### src/rtl/uart_tx_arbiter_if.sv
// Bundle between the byte-stream requesters, the arbiter and uart_tx.
// The slave modport is the arbiter's view. The master modport is the requester/UART side.
interface uart_tx_arbiter_if #(
    parameter int N_CH = 2
);
    logic [N_CH-1:0]   req_valid;
    logic [8*N_CH-1:0] req_data;
    logic [N_CH-1:0]   req_last;
    logic [N_CH-1:0]   req_ready;
    logic [7:0]        tx_data;
    logic              tx_start;
    logic              tx_ready;
    logic [N_CH-1:0]   grant;
    logic              busy;
    logic              trunc;

    modport master (
        output req_valid, req_data, req_last, tx_ready,
        input  req_ready, tx_data, tx_start, grant, busy, trunc
    );

    modport slave (
        input  req_valid, req_data, req_last, tx_ready,
        output req_ready, tx_data, tx_start, grant, busy, trunc
    );
endinterface

### src/rtl/uart_tx_arbiter.sv
// Round-robin scheduler for one uart_tx shared by N_CH byte streams. Each grant sends a
// channel header byte, then up to MAX_BURST payload bytes from the granted channel.
module uart_tx_arbiter #(
    parameter int         N_CH      = 2,
    parameter logic [7:0] HDR_BASE  = 8'hA0,
    parameter int         MAX_BURST = 16
) (
    input  logic             clk,
    input  logic             rst,
    uart_tx_arbiter_if.slave bus
);
    typedef enum logic [2:0] {S_IDLE, S_HDR, S_HWAIT, S_DATA, S_DWAIT} state_t;

    state_t          state;
    logic [1:0]      ptr;
    logic [1:0]      gidx;
    logic [7:0]      cnt;
    logic            last_seen;
    logic [N_CH-1:0] grant_q;
    logic            busy_q;
    logic            trunc_q;

    // Requester vectors are widened to four lanes so a 2-bit channel index is always in range.
    logic [3:0]      valid_pad;
    logic [3:0]      last_pad;
    logic [31:0]     data_pad;

    logic            pick_valid;
    logic [1:0]      pick_idx;
    logic [1:0]      cand;
    logic [1:0]      ptr_next;
    logic            tx_start_c;
    logic [7:0]      tx_data_c;
    logic [N_CH-1:0] ready_c;

    assign valid_pad = 4'(bus.req_valid);
    assign last_pad  = 4'(bus.req_last);
    assign data_pad  = 32'(bus.req_data);
    assign ptr_next  = (gidx == 2'(N_CH - 1)) ? 2'd0 : gidx + 2'd1;

    // NOTE: every variable written in always_comb gets a default first, so no latch is inferred.
    always_comb begin
        pick_valid = 1'b0;
        pick_idx   = ptr;
        cand       = 2'd0;
        // Scan from the far end so the requester closest after ptr is the last one to win.
        for (int k = N_CH - 1; k >= 0; k--) begin
            cand = 2'((int'(ptr) + k) % N_CH);
            if (valid_pad[cand]) begin
                pick_valid = 1'b1;
                pick_idx   = cand;
            end
        end
    end

    // The launch strobe and requester ready stay combinational, so a byte moves in the cycle uart_tx is idle.
    always_comb begin
        tx_start_c = 1'b0;
        tx_data_c  = 8'h00;
        ready_c    = '0;
        if (!rst) begin
            case (state)
                S_HDR: begin
                    tx_start_c = bus.tx_ready;
                    tx_data_c  = HDR_BASE | {6'b000000, gidx};
                end
                S_DATA: begin
                    tx_start_c = valid_pad[gidx] & bus.tx_ready;
                    tx_data_c  = data_pad[{gidx, 3'b000} +: 8];
                    ready_c    = N_CH'({3'b000, tx_start_c} << gidx);
                end
                default: begin
                    tx_start_c = 1'b0;
                end
            endcase
        end
    end

    assign bus.tx_start  = tx_start_c;
    assign bus.tx_data   = tx_data_c;
    assign bus.req_ready = ready_c;
    assign bus.grant     = grant_q;
    assign bus.busy      = busy_q;
    assign bus.trunc     = trunc_q;

    // NOTE: state is updated with <= so every register sees the same pre-edge values.
    always_ff @(posedge clk) begin
        if (rst) begin
            state     <= S_IDLE;
            ptr       <= 2'd0;
            gidx      <= 2'd0;
            cnt       <= 8'd0;
            last_seen <= 1'b0;
            grant_q   <= '0;
            busy_q    <= 1'b0;
            trunc_q   <= 1'b0;
        end else begin
            trunc_q <= 1'b0;
            case (state)
                S_IDLE: begin
                    if (pick_valid) begin
                        gidx      <= pick_idx;
                        grant_q   <= N_CH'(4'b0001 << pick_idx);
                        cnt       <= 8'd0;
                        last_seen <= 1'b0;
                        busy_q    <= 1'b1;
                        state     <= S_HDR;
                    end
                end
                S_HDR: begin
                    if (tx_start_c) state <= S_HWAIT;
                end
                S_HWAIT: begin
                    if (bus.tx_ready) state <= S_DATA;
                end
                S_DATA: begin
                    if (tx_start_c) begin
                        cnt       <= cnt + 8'd1;
                        last_seen <= last_pad[gidx];
                        state     <= S_DWAIT;
                    end
                end
                S_DWAIT: begin
                    if (bus.tx_ready) begin
                        if (last_seen || cnt == 8'(MAX_BURST)) begin
                            // A message ending exactly on the limit is a normal end, not a truncation.
                            trunc_q <= !last_seen;
                            ptr     <= ptr_next;
                            grant_q <= '0;
                            busy_q  <= 1'b0;
                            state   <= S_IDLE;
                        end else begin
                            state <= S_DATA;
                        end
                    end
                end
                default: state <= S_IDLE;
            endcase
        end
    end
endmodule

### src/flat_wrapper.sv
// flat-port wrapper written by rule: the top's interface ports become plain ports
module uart_tx_arbiter_flat 
#(
    parameter int         N_CH      = 2,
    parameter logic [7:0] HDR_BASE  = 8'hA0,
    parameter int         MAX_BURST = 16
)
  (clk, rst, bus_req_valid, bus_req_data, bus_req_last, bus_tx_ready, bus_req_ready, bus_tx_data, bus_tx_start, bus_grant, bus_busy, bus_trunc);
  uart_tx_arbiter_if #(.N_CH(N_CH)) bus_i ();
  input  logic clk;
  input  logic rst;
  input wire logic [$bits(bus_i.req_valid)-1:0] bus_req_valid;
  input wire logic [$bits(bus_i.req_data)-1:0] bus_req_data;
  input wire logic [$bits(bus_i.req_last)-1:0] bus_req_last;
  input wire logic [$bits(bus_i.tx_ready)-1:0] bus_tx_ready;
  output wire logic [$bits(bus_i.req_ready)-1:0] bus_req_ready;
  output wire logic [$bits(bus_i.tx_data)-1:0] bus_tx_data;
  output wire logic [$bits(bus_i.tx_start)-1:0] bus_tx_start;
  output wire logic [$bits(bus_i.grant)-1:0] bus_grant;
  output wire logic [$bits(bus_i.busy)-1:0] bus_busy;
  output wire logic [$bits(bus_i.trunc)-1:0] bus_trunc;
  assign bus_i.req_valid = bus_req_valid;
  assign bus_i.req_data = bus_req_data;
  assign bus_i.req_last = bus_req_last;
  assign bus_i.tx_ready = bus_tx_ready;
  assign bus_req_ready = bus_i.req_ready;
  assign bus_tx_data = bus_i.tx_data;
  assign bus_tx_start = bus_i.tx_start;
  assign bus_grant = bus_i.grant;
  assign bus_busy = bus_i.busy;
  assign bus_trunc = bus_i.trunc;
  uart_tx_arbiter #(.N_CH(N_CH), .HDR_BASE(HDR_BASE), .MAX_BURST(MAX_BURST)) u_core (.clk(clk), .rst(rst), .bus(bus_i));
endmodule
### config.mk
export PLATFORM = sky130hd
export DESIGN_NAME = uart_tx_arbiter_flat
export DESIGN_NICKNAME = d
export VERILOG_FILES = /design/src/rtl/uart_tx_arbiter_if.sv /design/src/rtl/uart_tx_arbiter.sv /design/src/flat_wrapper.sv
export SDC_FILE = /design/constraint.sdc
export NUM_CORES = 1
export LEC_CHECK = 0
export BUFFER_PORTS_ARGS = -buffer_cell sky130_fd_sc_hd__buf_2
export CORE_ASPECT_RATIO = 1.4
export CORE_MARGIN = 10
export CORE_UTILIZATION = 30
export CTS_CLUSTER_DIAMETER = 150
export DETAILED_ROUTE_END_ITERATION = 7
export PLACE_DENSITY = 0.58
export SYNTH_ARGS = -nofsm -noshare
export SYNTH_HDL_FRONTEND = slang
export SYNTH_SLANG_ARGS = --single-unit
### constraint.sdc
create_clock -name clk -period 2.9 [get_ports clk]
set_input_delay 0.145 -clock clk [delete_from_list [all_inputs] [get_ports clk]]
set_output_delay 0.145 -clock clk [all_outputs]
set_load 0.01 [all_outputs]
==> flow_summary.yaml <==
outcome:
  outcome: "completed"
place:
  place.gp.congestion: 0.790
  numPortBuffers: 37
  hpwl_um: 2530
  place_ws_ns: 0.628
detailed_routing:
  vias: 1142
  drc_errors: 0
  final_antenna_net_count: 0
  drt_iter0_drc: 21
  wl_per_cell_um: 14.2
  via_per_inst: 5.19
  totalWireLength_um: 3120
  drt_first_pass_iters: 4
logic_synthesis:
  synth.avg_cell_area_um2: 7.99
  synth_cell_types: 38
  ys_seq_area_frac: 0.333
  syn_area_um2: 1140
  ys_seq_elements: 19
  syn-num-nets: 168
  ys_warn_count: 0
  syn_inst: 143
worst_setup_path:
  startpoint_type: "flop"
  r2r_cells: 4
  worstPathMaxFanout: 13
  startpoint: "u_core.state[2]"
  rr_startpoint: "u_core.state[2]"
  r2r_setup_slack_ns: 0.62
  critPathKind: "flop to output port"
  crit_arrival_ns: 2.14
  critical_path_required_ns: 2.76
  reg2reg_to: "u_core.cnt[6]"
  critPathCaptureType: "output port"
floorplanning:
  fp.dieW_um: 72.2
  die_area_um2: 6710
  die_y_um: 93.0
  initial_core_util: 0.311
  io_pins: 38
  core_um2: 3680
  rows: 26
flow_run:
  drv_cap: 0
hold_path:
  min_to: "u_core.bus.grant[1]"
  whs_path_depth: 3
  min_from: "bus_req_valid[1]"
  hp-class: "input pin to flop"
clock_network:
  clk_path_buf_depth: 2
  cts_tree: "built"
  ctsHoldBuffers: 0
  root_buffer: "clkbuf_8"
  h-tree-depth: 1
  cts_resized: 0
  cts.sinks: 19
  postCtsSetupRepairBufs: 0
  path_clk_slew_ns: 0.07
  insertion_delay_ns: 0.26
  numCtsBuffers: 3
global_route:
  grt_pass1_wl_um: 5370
  grt_pass1_vias: 1238
  grt_max_degree: 15
  antenna_found_initial: 0
  grt_use_total: 0.0950
  overflow: 0
timing:
  layout_setup_ws_ns: 0.619
  finalCriticalPeriod_ns: 2.28
  clock-skew-final_ns: 0.00372
  rsz0062_at_grt: "false"
  setup_tns_ns: 0
  setup_viol: 0
  min_period_over_period: 0.786
  hold_violations: 0
  slew_viol_final: 0
  worstMarginPinSlew_ns: 0.604
  max_freq_mhz: 438
  max-slew-margin-rel: 0.595
pwr:
  peakVddDrop_mv: 0.159
  p_leak_nw: 0.608
  power_density_nw_per_um2: 407
  p_total_mw: 0.567
cells_and_area:
  antennaDiodeCount: 0
  num-fill-cells: 416
  nNetsFinal: 204
  drive_gt1_frac: 0.247
  syn_to_final_growth_pct: 21.8
==> worst max path at each step <==
stage	to	slack, ns	cells after the start
6_report	bus_req_ready[0]	0.62	4
5_1_grt	bus_req_ready[0]	0.51	4
4_1_cts	bus_req_ready[0]	0.63	4
3_5_place_dp	u_core.cnt[6]	0.63	4
3_3_place_gp	u_core.cnt[5]	0.68	4
2_1_floorplan	u_core.cnt[6]	0.79	6
==> metrics by stage <==
step / instances / hold slack (ns) / area, µm² / util
2_1_floorplan: 143 / 0.293 / 1140 / -
3_3_place_gp: 216 / 0.462 / 1350 / 0.366
3_5_place_dp: 216 / 0.469 / 1350 / 0.366
4_1_cts: 220 / 0.195 / 1390 / 0.378
5_1_grt: 220 / 0.217 / 1390 / 0.378
6_report: 220 / 0.202 / 1390 / 0.378
==> flip-flops by register name, indices dropped and copies added (netlist names) <==
signal / count
u_core.ptr: 1
u_core.cnt: 8
u_core.gidx: 2
u_core.last_seen: 1
u_core.bus.trunc: 1
u_core.bus.busy: 1
u_core.bus.grant: 2
u_core.state: 3
==> critical path, cell delays in order, from the launching register on <==
cell and delay, ns:
dfxtp_1 0.42, or3b_1 0.56, or4_4 0.63, nor2_1 0.12
buf_2 0.14
==> cell usage after synthesis <==
library cell | count | area, µm²
ha_1 | 2 | 25.0
nor4_1 | 3 | 18.8
nand2b_1 | 6 | 37.5
o211ai_1 | 4 | 30.0
nor3_1 | 4 | 20.0
or3b_1 | 1 | 8.76
xnor2_1 | 1 | 8.76
nor2_1 | 12 | 45.0
xor2_1 | 1 | 8.76
nor4bb_1 | 1 | 10.0
a211oi_1 | 3 | 22.5
o21ai_0 | 5 | 25.0
nor2b_1 | 1 | 6.26
a21o_1 | 1 | 7.51
clkbuf_1 | 5 | 18.8
buf_6 | 2 | 22.5
o211a_1 | 1 | 10.0
mux2i_1 | 10 | 100
or4_1 | 4 | 30.0
a21oi_1 | 11 | 55.1
o32ai_1 | 1 | 8.76
or2_2 | 1 | 6.26
o21ai_1 | 1 | 5.00
a31oi_1 | 1 | 6.26
dfxtp_1 | 19 | 380
a41o_1 | 2 | 20.0
nor3b_1 | 1 | 7.51
and3_1 | 2 | 12.5
nand4_1 | 2 | 12.5
nand3_1 | 6 | 30.0
a31o_2 | 1 | 8.76
nand2_1 | 15 | 56.3
or3_1 | 1 | 6.26
o22ai_1 | 3 | 18.8
inv_1 | 4 | 15.0
or4_4 | 1 | 11.3
o21a_1 | 1 | 7.51
and2_1 | 3 | 18.8
==> per-layer routing <==
| metal | up-vias | wire length, µm | GRT usage |
|---|---|---|---|
| met5 | - | 0 | 0 |
| met4 | 0 | 57 | 0.0388 |
| met3 | 4 | 267 | 0.0370 |
| met2 | 35 | 1480 | 0.160 |
| met1 | 508 | 1310 | 0.103 |
| li1 | 595 | - | - |
==> layout by cell type (no fill, tap or decap), types with 2 or more instances in the layout <==
cell type / Yosys / layout
nor2_1: 12 / 12
nand2_1: 15 / 15
a21oi_1: 11 / 11
and2_1: 3 / 3
inv_1: 4 / 4
or4_1: 4 / 4
and3_1: 2 / 2
nand3_1: 6 / 6
o22ai_1: 3 / 3
a211oi_1: 3 / 3
dfxtp_1: 19 / 19
nor3_1: 4 / 4
a41o_1: 2 / 2
o211ai_1: 4 / 4
ha_1: 2 / 2
buf_2: 0 / 37
nand4_1: 2 / 2
o21ai_0: 5 / 5
nor4_1: 3 / 3
mux2i_1: 10 / 10
nand2b_1: 6 / 6
clkbuf_8: 0 / 3
==> kinds of logic (layout without fill, tap and decap cells) <==
family	Yosys count	count (layout)	synth area share
buffers and inverters	11	46	0.0493
flip-flops	19	19	0.333
adder cells (fa/ha/maj)	2	2	0.0219
XOR/XNOR	2	2	0.0153
AO/OA/AOI/OAI	35	35	0.197
multiplexers	10	10	0.0876
AND/OR/NAND/NOR	64	64	0.296
==> cell type report <==
type                       count  area [µm²]  area share
inverter                       4        15.0      0.0108
multi-input combinational    113         706       0.507
tap                           42        52.6      0.0378
clock buffer                   4        45.0      0.0324
timing repair buffer          38         193       0.138
sequential                    19         380       0.273
==> report_power, final <==
part / switching [mW] / internal [mW]
sequential: 0.00733 / 0.269
clock: 0.0877 / 0.0978
combinational: 0.0602 / 0.0446
Note: power is estimated with default switching activity, not from simulation.
